===== src/rtl/brew_timer_pkg.sv =====
// Shared types and constants for the brew countdown timer: FSM states,
// the BCD digit type, active-low 7-segment patterns and small helpers.
package brew_timer_pkg;

    typedef enum logic [1:0] {
        ST_IDLE     = 2'd0,
        ST_RUN      = 2'd1,
        ST_PAUSED   = 2'd2,
        ST_FINISHED = 2'd3
    } state_t;

    typedef logic [3:0] bcd_t;

    localparam int SCAN_W = 2;

    // Active-low patterns, bit order {g,f,e,d,c,b,a}
    localparam logic [6:0] SEG_0     = 7'b1000000;
    localparam logic [6:0] SEG_1     = 7'b1111001;
    localparam logic [6:0] SEG_2     = 7'b0100100;
    localparam logic [6:0] SEG_3     = 7'b0110000;
    localparam logic [6:0] SEG_4     = 7'b0011001;
    localparam logic [6:0] SEG_5     = 7'b0010010;
    localparam logic [6:0] SEG_6     = 7'b0000010;
    localparam logic [6:0] SEG_7     = 7'b1111000;
    localparam logic [6:0] SEG_8     = 7'b0000000;
    localparam logic [6:0] SEG_9     = 7'b0010000;
    localparam logic [6:0] SEG_BLANK = 7'b1111111;

    function automatic logic [6:0] seg_decode(input bcd_t d);
        logic [6:0] s;
        case (d)
            4'd0:    s = SEG_0;
            4'd1:    s = SEG_1;
            4'd2:    s = SEG_2;
            4'd3:    s = SEG_3;
            4'd4:    s = SEG_4;
            4'd5:    s = SEG_5;
            4'd6:    s = SEG_6;
            4'd7:    s = SEG_7;
            4'd8:    s = SEG_8;
            4'd9:    s = SEG_9;
            default: s = SEG_BLANK;
        endcase
        return s;
    endfunction

    // Saturate a preset nibble to the largest legal value for its position
    function automatic bcd_t bcd_clamp(input bcd_t d, input bcd_t max_val);
        return (d > max_val) ? max_val : d;
    endfunction

endpackage


===== src/rtl/brew_countdown_timer_sync.sv =====
// level_edge_sync: brings a slow divided clock level into the clk domain
// through SYNC_STAGES flops, then emits a one-clk tick on its rising edge.
module level_edge_sync #(
    parameter int SYNC_STAGES = 2
) (
    input  logic clk,
    input  logic rst_n,
    input  logic level_in,
    output logic rise_tick
);

    logic [SYNC_STAGES-1:0] sync_q, sync_d;
    logic                   prev_q, prev_d;

    generate
        if (SYNC_STAGES < 2) begin : g_bad_stages
            $error("level_edge_sync: SYNC_STAGES must be at least 2");
        end
    endgenerate

    // Shift the level through the chain and remember the last synced value
    always_comb begin
        sync_d = {sync_q[SYNC_STAGES-2:0], level_in};
        prev_d = sync_q[SYNC_STAGES-1];
    end

    // Synchronizer and edge registers
    always_ff @(posedge clk or negedge rst_n) begin
        if (!rst_n) begin
            sync_q <= '0;
            prev_q <= 1'b0;
        end else begin
            sync_q <= sync_d;
            prev_q <= prev_d;
        end
    end

    assign rise_tick = sync_q[SYNC_STAGES-1] & ~prev_q;

endmodule


===== src/rtl/brew_countdown_timer.sv =====
// brew_countdown_timer: BCD mm:ss countdown with a multiplexed active-low
// 4-digit display. The divided clocks are sampled as data only.
// Optional build macro BREW_BLINK_EN: blink the display in FINISHED.
module brew_countdown_timer
    import brew_timer_pkg::*;
#(
    parameter int SYNC_STAGES = 2,
    parameter int BLINK_DIV   = 1
) (
    input  logic       clk,
    input  logic       rst_n,
    input  logic       clk_1hz_in,
    input  logic       clk_scan_in,
    input  logic       start,
    input  logic       pause,
    input  logic       cancel,
    input  logic [3:0] load_mt,
    input  logic [3:0] load_mu,
    input  logic [3:0] load_st,
    input  logic [3:0] load_su,
    output logic       busy,
    output logic       done,
    output logic [6:0] seg,
    output logic       dp,
    output logic [3:0] an
);

    state_t              state_q, state_d;
    bcd_t                mt_q, mu_q, st_q, su_q;
    bcd_t                mt_d, mu_d, st_d, su_d;
    logic                done_q, done_d;
    logic [SCAN_W-1:0]   idx_q, idx_d;
    logic [6:0]          seg_q, seg_d;
    logic                sec_tick, scan_tick;
    bcd_t                ld_mt, ld_mu, ld_st, ld_su;
    bcd_t                sel_digit;
    logic [3:0]          an_scan;

    generate
        if (BLINK_DIV < 1) begin : g_bad_blink
            $error("brew_countdown_timer: BLINK_DIV must be at least 1");
        end
    endgenerate

    level_edge_sync #(.SYNC_STAGES(SYNC_STAGES)) u_sync_sec (
        .clk       (clk),
        .rst_n     (rst_n),
        .level_in  (clk_1hz_in),
        .rise_tick (sec_tick)
    );

    level_edge_sync #(.SYNC_STAGES(SYNC_STAGES)) u_sync_scan (
        .clk       (clk),
        .rst_n     (rst_n),
        .level_in  (clk_scan_in),
        .rise_tick (scan_tick)
    );

    assign ld_mt = bcd_clamp(load_mt, 4'd9);
    assign ld_mu = bcd_clamp(load_mu, 4'd9);
    assign ld_st = bcd_clamp(load_st, 4'd5);
    assign ld_su = bcd_clamp(load_su, 4'd9);

    // Control FSM and BCD countdown; priority cancel > start > pause > tick
    always_comb begin
        state_d = state_q;
        mt_d    = mt_q;
        mu_d    = mu_q;
        st_d    = st_q;
        su_d    = su_q;
        done_d  = 1'b0;
        if (cancel) begin
            state_d = ST_IDLE;
            mt_d    = '0;
            mu_d    = '0;
            st_d    = '0;
            su_d    = '0;
        end else if (start && (state_q == ST_IDLE || state_q == ST_FINISHED)) begin
            mt_d = ld_mt;
            mu_d = ld_mu;
            st_d = ld_st;
            su_d = ld_su;
            if ({ld_mt, ld_mu, ld_st, ld_su} == 16'h0000) begin
                state_d = ST_FINISHED;
                done_d  = 1'b1;
            end else begin
                state_d = ST_RUN;
            end
        end else if (pause && state_q == ST_RUN) begin
            state_d = ST_PAUSED;
        end else if (pause && state_q == ST_PAUSED) begin
            state_d = ST_RUN;
        end else if (sec_tick && state_q == ST_RUN) begin
            if (su_q != 4'd0) begin
                su_d = su_q - 4'd1;
            end else begin
                su_d = 4'd9;
                if (st_q != 4'd0) begin
                    st_d = st_q - 4'd1;
                end else begin
                    st_d = 4'd5;
                    if (mu_q != 4'd0) begin
                        mu_d = mu_q - 4'd1;
                    end else begin
                        mu_d = 4'd9;
                        mt_d = mt_q - 4'd1;
                    end
                end
            end
            if ({mt_d, mu_d, st_d, su_d} == 16'h0000) begin
                state_d = ST_FINISHED;
                done_d  = 1'b1;
            end
        end
    end

    // Digit scan index and registered segment decode of the selected digit
    always_comb begin
        idx_d = scan_tick ? idx_q + SCAN_W'(1) : idx_q;
        case (idx_q)
            2'd0:    sel_digit = su_q;
            2'd1:    sel_digit = st_q;
            2'd2:    sel_digit = mu_q;
            default: sel_digit = mt_q;
        endcase
        seg_d = seg_decode(sel_digit);
    end

    // State, digit, done and display registers
    always_ff @(posedge clk or negedge rst_n) begin
        if (!rst_n) begin
            state_q <= ST_IDLE;
            mt_q    <= '0;
            mu_q    <= '0;
            st_q    <= '0;
            su_q    <= '0;
            done_q  <= 1'b0;
            idx_q   <= '0;
            seg_q   <= SEG_0;
        end else begin
            state_q <= state_d;
            mt_q    <= mt_d;
            mu_q    <= mu_d;
            st_q    <= st_d;
            su_q    <= su_d;
            done_q  <= done_d;
            idx_q   <= idx_d;
            seg_q   <= seg_d;
        end
    end

    assign an_scan = ~(4'b0001 << idx_q);
    assign busy    = (state_q == ST_RUN) || (state_q == ST_PAUSED);
    assign done    = done_q;
    assign seg     = seg_q;
    assign dp      = (idx_q != 2'd2);

`ifdef BREW_BLINK_EN
    localparam int BLINK_W = (BLINK_DIV > 1) ? $clog2(BLINK_DIV) : 1;

    logic [BLINK_W-1:0] blink_cnt_q, blink_cnt_d;
    logic               blink_off_q, blink_off_d;

    // Blink phase: restart visible on entry to FINISHED, toggle every BLINK_DIV seconds
    always_comb begin
        blink_cnt_d = blink_cnt_q;
        blink_off_d = blink_off_q;
        if (state_q != ST_FINISHED || state_d != ST_FINISHED) begin
            blink_cnt_d = '0;
            blink_off_d = 1'b0;
        end else if (sec_tick) begin
            if (blink_cnt_q == BLINK_W'(BLINK_DIV - 1)) begin
                blink_cnt_d = '0;
                blink_off_d = ~blink_off_q;
            end else begin
                blink_cnt_d = blink_cnt_q + BLINK_W'(1);
            end
        end
    end

    // Blink phase registers
    always_ff @(posedge clk or negedge rst_n) begin
        if (!rst_n) begin
            blink_cnt_q <= '0;
            blink_off_q <= 1'b0;
        end else begin
            blink_cnt_q <= blink_cnt_d;
            blink_off_q <= blink_off_d;
        end
    end

    assign an = blink_off_q ? 4'b1111 : an_scan;
`else
    assign an = an_scan;
`endif

endmodule

===== config.mk =====
export PLATFORM = sky130hd
export DESIGN_NAME = brew_countdown_timer
export DESIGN_NICKNAME = d
export VERILOG_FILES = /design/src/rtl/brew_timer_pkg.sv /design/src/rtl/brew_countdown_timer_sync.sv /design/src/rtl/brew_countdown_timer.sv
export SDC_FILE = /design/constraint.sdc
export NUM_CORES = 1
export LEC_CHECK = 0
export ABC_AREA = 1
export CORE_ASPECT_RATIO = 0.5
export CORE_MARGIN = 8
export CORE_UTILIZATION = 35
export DETAILED_ROUTE_END_ITERATION = 8
export PLACE_DENSITY_LB_ADDON = 0.08
export SYNTH_ARGS = -nofsm -noshare
export SYNTH_HDL_FRONTEND = slang
export SYNTH_SLANG_ARGS = --single-unit

===== constraint.sdc =====
create_clock -name clk -period 1.7 [get_ports clk]
set_input_delay 0.34 -clock clk [delete_from_list [all_inputs] [get_ports clk]]
set_output_delay 0.34 -clock clk [all_outputs]
set_load 0.05 [all_outputs]

# Yosys cells after proc, flatten, opt, wreduce, memory -nomap -nowiden
# Memory sizes are Yosys's and may differ from the RTL's. A register that Yosys moved wholly into a read port is not among the register bits.
# Index checks and enable logic that the tools add are counted.
# classes
order_cmp	4
n_bitwise	5
mux	68
addsub	5
eq_ne	8
n_reduce_logical	19
shifts	1
# op_table
operator	count
4-bit 2-to-1 mux	53
16-bit logical NOT	2
4-bit by 1-bit subtractor with 4-bit output (second input constant)	4
2-bit 2-to-1 mux	7
4-bit greater-than comparator (second input constant)	3
4-bit one-hot mux with 3 select lines	1
4-bit nonzero test	3
5-bit nonzero test	2
1-bit 2-to-1 mux	7
2-bit == test (second input constant)	3
3-bit != test (second input constant)	2
2-bit by 1-bit == test with 1-bit output (second input constant)	2
4-bit by 3-bit greater-than comparator with 1-bit output (second input constant)	1
1-bit logical AND	4
2-bit logical NOT	2
4-bit inverter	1
1-bit by 2-bit << shifter with 4-bit output (first input constant)	1
3-bit AND reduction	1
3-bit nonzero test	1
2-bit by 1-bit adder with 2-bit output (second input constant)	1
1-bit AND	2
1-bit logical OR	2
2-bit != test (second input constant)	1
1-bit inverter	2
2 further kinds	2
# word_totals
register_bits	27
memories	1
output_inout_bits	14
romBits	112
# memory_table
name	depth	word_bits	rd	rd_clocked_by_memory_dff	wr	line	text
(name not given)	16	7	1	1	0	brew_timer_pkg.sv:31	case (d)

# Depth between registers and ports, before layout
# Gate-level depths: netlist of the first run.
# depth
depth_word	16
mapped_depth	14

# Modules after synthesis
# Synthesis of the first run repeated with hierarchy kept, for this count alone.
# hier_totals
cells_unflattened	290
area_unflattened_um2	2185.8
# modules_own_cells
mod	area_each_um2	n_inst	seq_area_each_um2	cells_per_inst
brew_countdown_timer	2015.7	1	701.9	280
level_edge_sync	85.1	2	75.1	5

# Least setup slack after synthesis of the first run
# No wires, ideal clock.
# synth_path
path_type	register to register
start	reg idx_q[0]
end	reg seg_q[3], in the netlist seg[3]
arrival_ns	2.104
path_slack_ns	-0.526
setup_time_ns	0.122
required_time_ns	1.578
path_stages_with_launch	12
path_cell_list	dfrtp_1 > inv_1 > ha_1 > inv_1 > o22ai_1 > o22ai_1 > inv_1 > ha_1 > nor2_1 > inv_1 > nand2_1 > nand2_1
# synth_between
elab_chain_cells	2
word_cells_on_any_way	4
cone_classes	eq/ne: 2; mux: 1; reduce/logical: 1
# synth_rtl
element	line	text
start, declared	brew_countdown_timer.sv:32	logic [SCAN_W-1:0] idx_q, idx_d;
start signal, assigned	brew_countdown_timer.sv:147	idx_q <= idx_d;
2-bit == test, or another cell as far along	brew_countdown_timer.sv:120	case (idx_q)
4-bit one-hot mux with 3 select lines (*)	brew_countdown_timer.sv:120	
end, declared	brew_countdown_timer.sv:33	logic [6:0] seg_q, seg_d;
# Every way passes the cells marked *; elsewhere a longest branch is shown, timed or not.
# A chain may end at the register's enable or synchronous reset.

# Final worst setup path of the first run
# layout_path
start	reg idx_q[0]
end	out dp
# layout_between
elab_chain_cells	1
# layout_rtl
element	line	text
2-bit != test	brew_countdown_timer.sv:156	assign dp = (idx_q != 2'd2);
end, declared	brew_countdown_timer.sv:24	output logic dp,
# No other way between the ends.

==> out/summary.txt, run 1 <==
Internal power: 0.00451 W
Initial antenna violation count: 0
Clock latency on the worst-skew pair: 280 ps
Setup Viol. Count Final: 15
Die H: 72.6 um
Layout area overhead: 66.7%
Fin. max-slew vios: 0
Slew margin rel.: 76.7%
Post-DP HPWL: 5420 um
Core area: 6130 um2
Max-cap violations: 0
Setup ws final: -188 ps
Post-Syn Area: 2240 um2
Seq cells post-synth: 34
Initial Utilization: 36.6%
Worst Setup SP: idx_q[0]
Count of different cell masters after synthesis: 38
CTS clk-pin slew, worst paths: 60 ps
Final clock skew: 6.39 ps
Failing checks: setup timing
Reg-to-reg slack, setup: -180 ps
Slew @ Worst Pin: 349 ps
Crit Path Max Fanout: 4
Crit Reg-Reg Endpoint: seg[6]
Seq pwr share: 16.0%
Htree depth: 2
Inserted Diodes: 0
Die area: 9370 um2
CP Class: register to output pin
CTS sink count: 34
Layout cells sized above 1: 41.8%
Antenna viol nets, final: 0
Via count: 2,376
Chip width: 129 um
Syn nets: 329
Yosys warning total: 0
Most frequent cells in the layout: buf_4, nand2_1, inv_1
Final WL: 7440 um
Mapped Cells: 293
Port Buffers: 36
Most common cell after layout, fill and taps aside: buf_4
Final total power: 0.00875 W
Worst R2R Path Depth: 11
Part of the cycle the worst path needs: 111%
Ys async rst share: 100%
Num CTS Buffers: 5
Switch share: 48.5%
Number of synthesized flops with an enable pin: 0
Worst r2r src: idx_q[0]
Row count: 20
Register area: 853 um2
Leak pwr: 1.76 nW
Max IR drop VDD: 1.14 mV
Mean Syn Cell Area: 7.65 um2
Multi-input logic area: 1450 um2
P_sw: 0.00424 W
Initial DRC count: 135
Detailed Routing Iterations Pass 1: 4
Total global routing track utilization: 15.9%
Clock buffer depth: 2
Comb pwr share: 73.9%
Sequential area share after synthesis: 38.0%
Worst setup SP type: register
Vias in the first global route: 2,424
F_max: 530 MHz
Final Util: 60.9%
Pwr per Cell Area: 2340 nW/um2
Worst Setup EP: dp
CTS tree: done
CTS root buf: clkbuf_16
First-pass GRT wire length: 11,800 um
RSZ-0062 raised after global routing: yes
Final hold vios: 0
Nets@finish: 435
Arr. time, crit path: 1550 ps
Crit. End Element: output pin
Hold Path Class: register to register
Remaining DRCs: 0
Global route total overflow: 0
DR vias/cell: 4.87
Clk pwr share: 10.1%
Main synth FF type: dfrtp_1
Largest net degree at the start of global routing: 35
Status: finished with violations
Period minus WS final: 1890 ps
Crit path required time: 1360 ps
Fillers: 536
I/O Pins: 37
Routability cong.: 0.840
Routed wire per std cell: 15.2 um
[kinds of logic after synthesis]
logic type / share of synthesized area [%]
and+or+nand+nor: 28.1
AOI/OAI and AO/OA: 15.9
buffers and inverters: 9.88
DFF: 38.0
adders and majority gates: 7.26
xor gates and xnor gates: 0.782
[per-stage QoR]
stage               worst slack, ps  hold WS (ps)  instances  setup TNS, ps  instance area, um2
floorplan                      -250          44.4        293          -1240                2330
global placement               -147           332        465          -1570                3240
detailed placement             -279           336        465          -2520                3240
CTS                            -160           348        483          -1170                3500
global route                   -315           353        488          -4160                3740
finish                         -188           346        488          -1670                3740
[critical path, cell delays in order, from the launching register on]
cell and delay, ps:
dfrtp_1 420, inv_2 120, ha_4 140, clkinvlp_4 150
buf_4 170, buf_6 120, buf_12 140
[routing by layer]
layer	part of all wire, %	GRT usage, %
met2	47	24.1
met5	0	0
met3	6.7	4.23
met4	0.55	2.58
met1	46	22.3
[sequential cells by signal, indices dropped and copies added (netlist names)]
name	flops
done	1
idx_q	2
mt_q	4
mu_q	4
seg	7
st_q	4
state_q	2
su_q	4
u_sync_scan.prev_q	1
u_sync_scan.sync_q	2
u_sync_sec.prev_q	1
u_sync_sec.sync_q	2
[Yosys cell counts (2+ instances only)]
cell      number  area [um2]
nor3_1         6        30.0
inv_2          4        15.0
o22ai_1       15        93.8
xor2_1         2        17.5
dfrtp_1       33         826
a31oi_1        2        12.5
nand4_1        4        25.0
o21ai_1        4        20.0
nand3_1       18        90.1
nand2_4        3        33.8
nor2_4         3        33.8
or2_2          2        12.5
inv_1         46         173
nor2_2         6        37.5
nor2_1        24        90.1
nand2_2        8        50.1
ha_1          13         163
buf_4          2        15.0
o311ai_0       2        17.5
o21ai_0       16        80.1
a21oi_1       15        75.1
nand2_1       49         184
[what timing repair did]
item                                    CTS  global route
gates resized for setup                  16            49
gates cloned                              1             0
buffers inserted                          9             6
pin swaps                                12            18
endpoints found under the setup margin   17            28
hold buffers                              0             0
[how the worst min path moves through the flow]
stage	from	end	slack, ps	cells after the start
global route	u_sync_sec.sync_q[0]	u_sync_sec.sync_q[1]	350	0
CTS	u_sync_sec.sync_q[0]	u_sync_sec.sync_q[1]	350	0
global placement	u_sync_sec.sync_q[0]	u_sync_sec.sync_q[1]	330	0
detailed placement	u_sync_sec.sync_q[0]	u_sync_sec.sync_q[1]	340	0
floorplan	rst_n	done	40	0
finish	u_sync_sec.sync_q[0]	u_sync_sec.sync_q[1]	350	0
[area by class of cell]
type	count	share of cell area (%)
flip-flops and latches	34	22.8
multi-input cells	204	38.8
repair buffers	102	26.0
inverters	52	5.66
clock buffers	6	3.45
clock inverters	2	0.268
well taps	88	2.95
[power groups by stage]
stage          Clock, W  Sequential (W)  Combinational, W
2_1_floorplan         0         0.00163           0.00298
5_1_grt        0.000935         0.00144           0.00707
3_3_place_gp          0         0.00138           0.00534
3_5_place_dp          0         0.00138           0.00540
6_report       0.000887         0.00140           0.00647
4_1_cts        0.000897         0.00138           0.00573
Note: power is estimated with default switching activity, not from simulation.
==> inputs of run 2 (changes only) <==
Settings changed: HOLD_SLACK_MARGIN set to 0.03.
==> results of run 2 <==
Same layout as run 1: the final DEF is identical, and so are final timing and power.
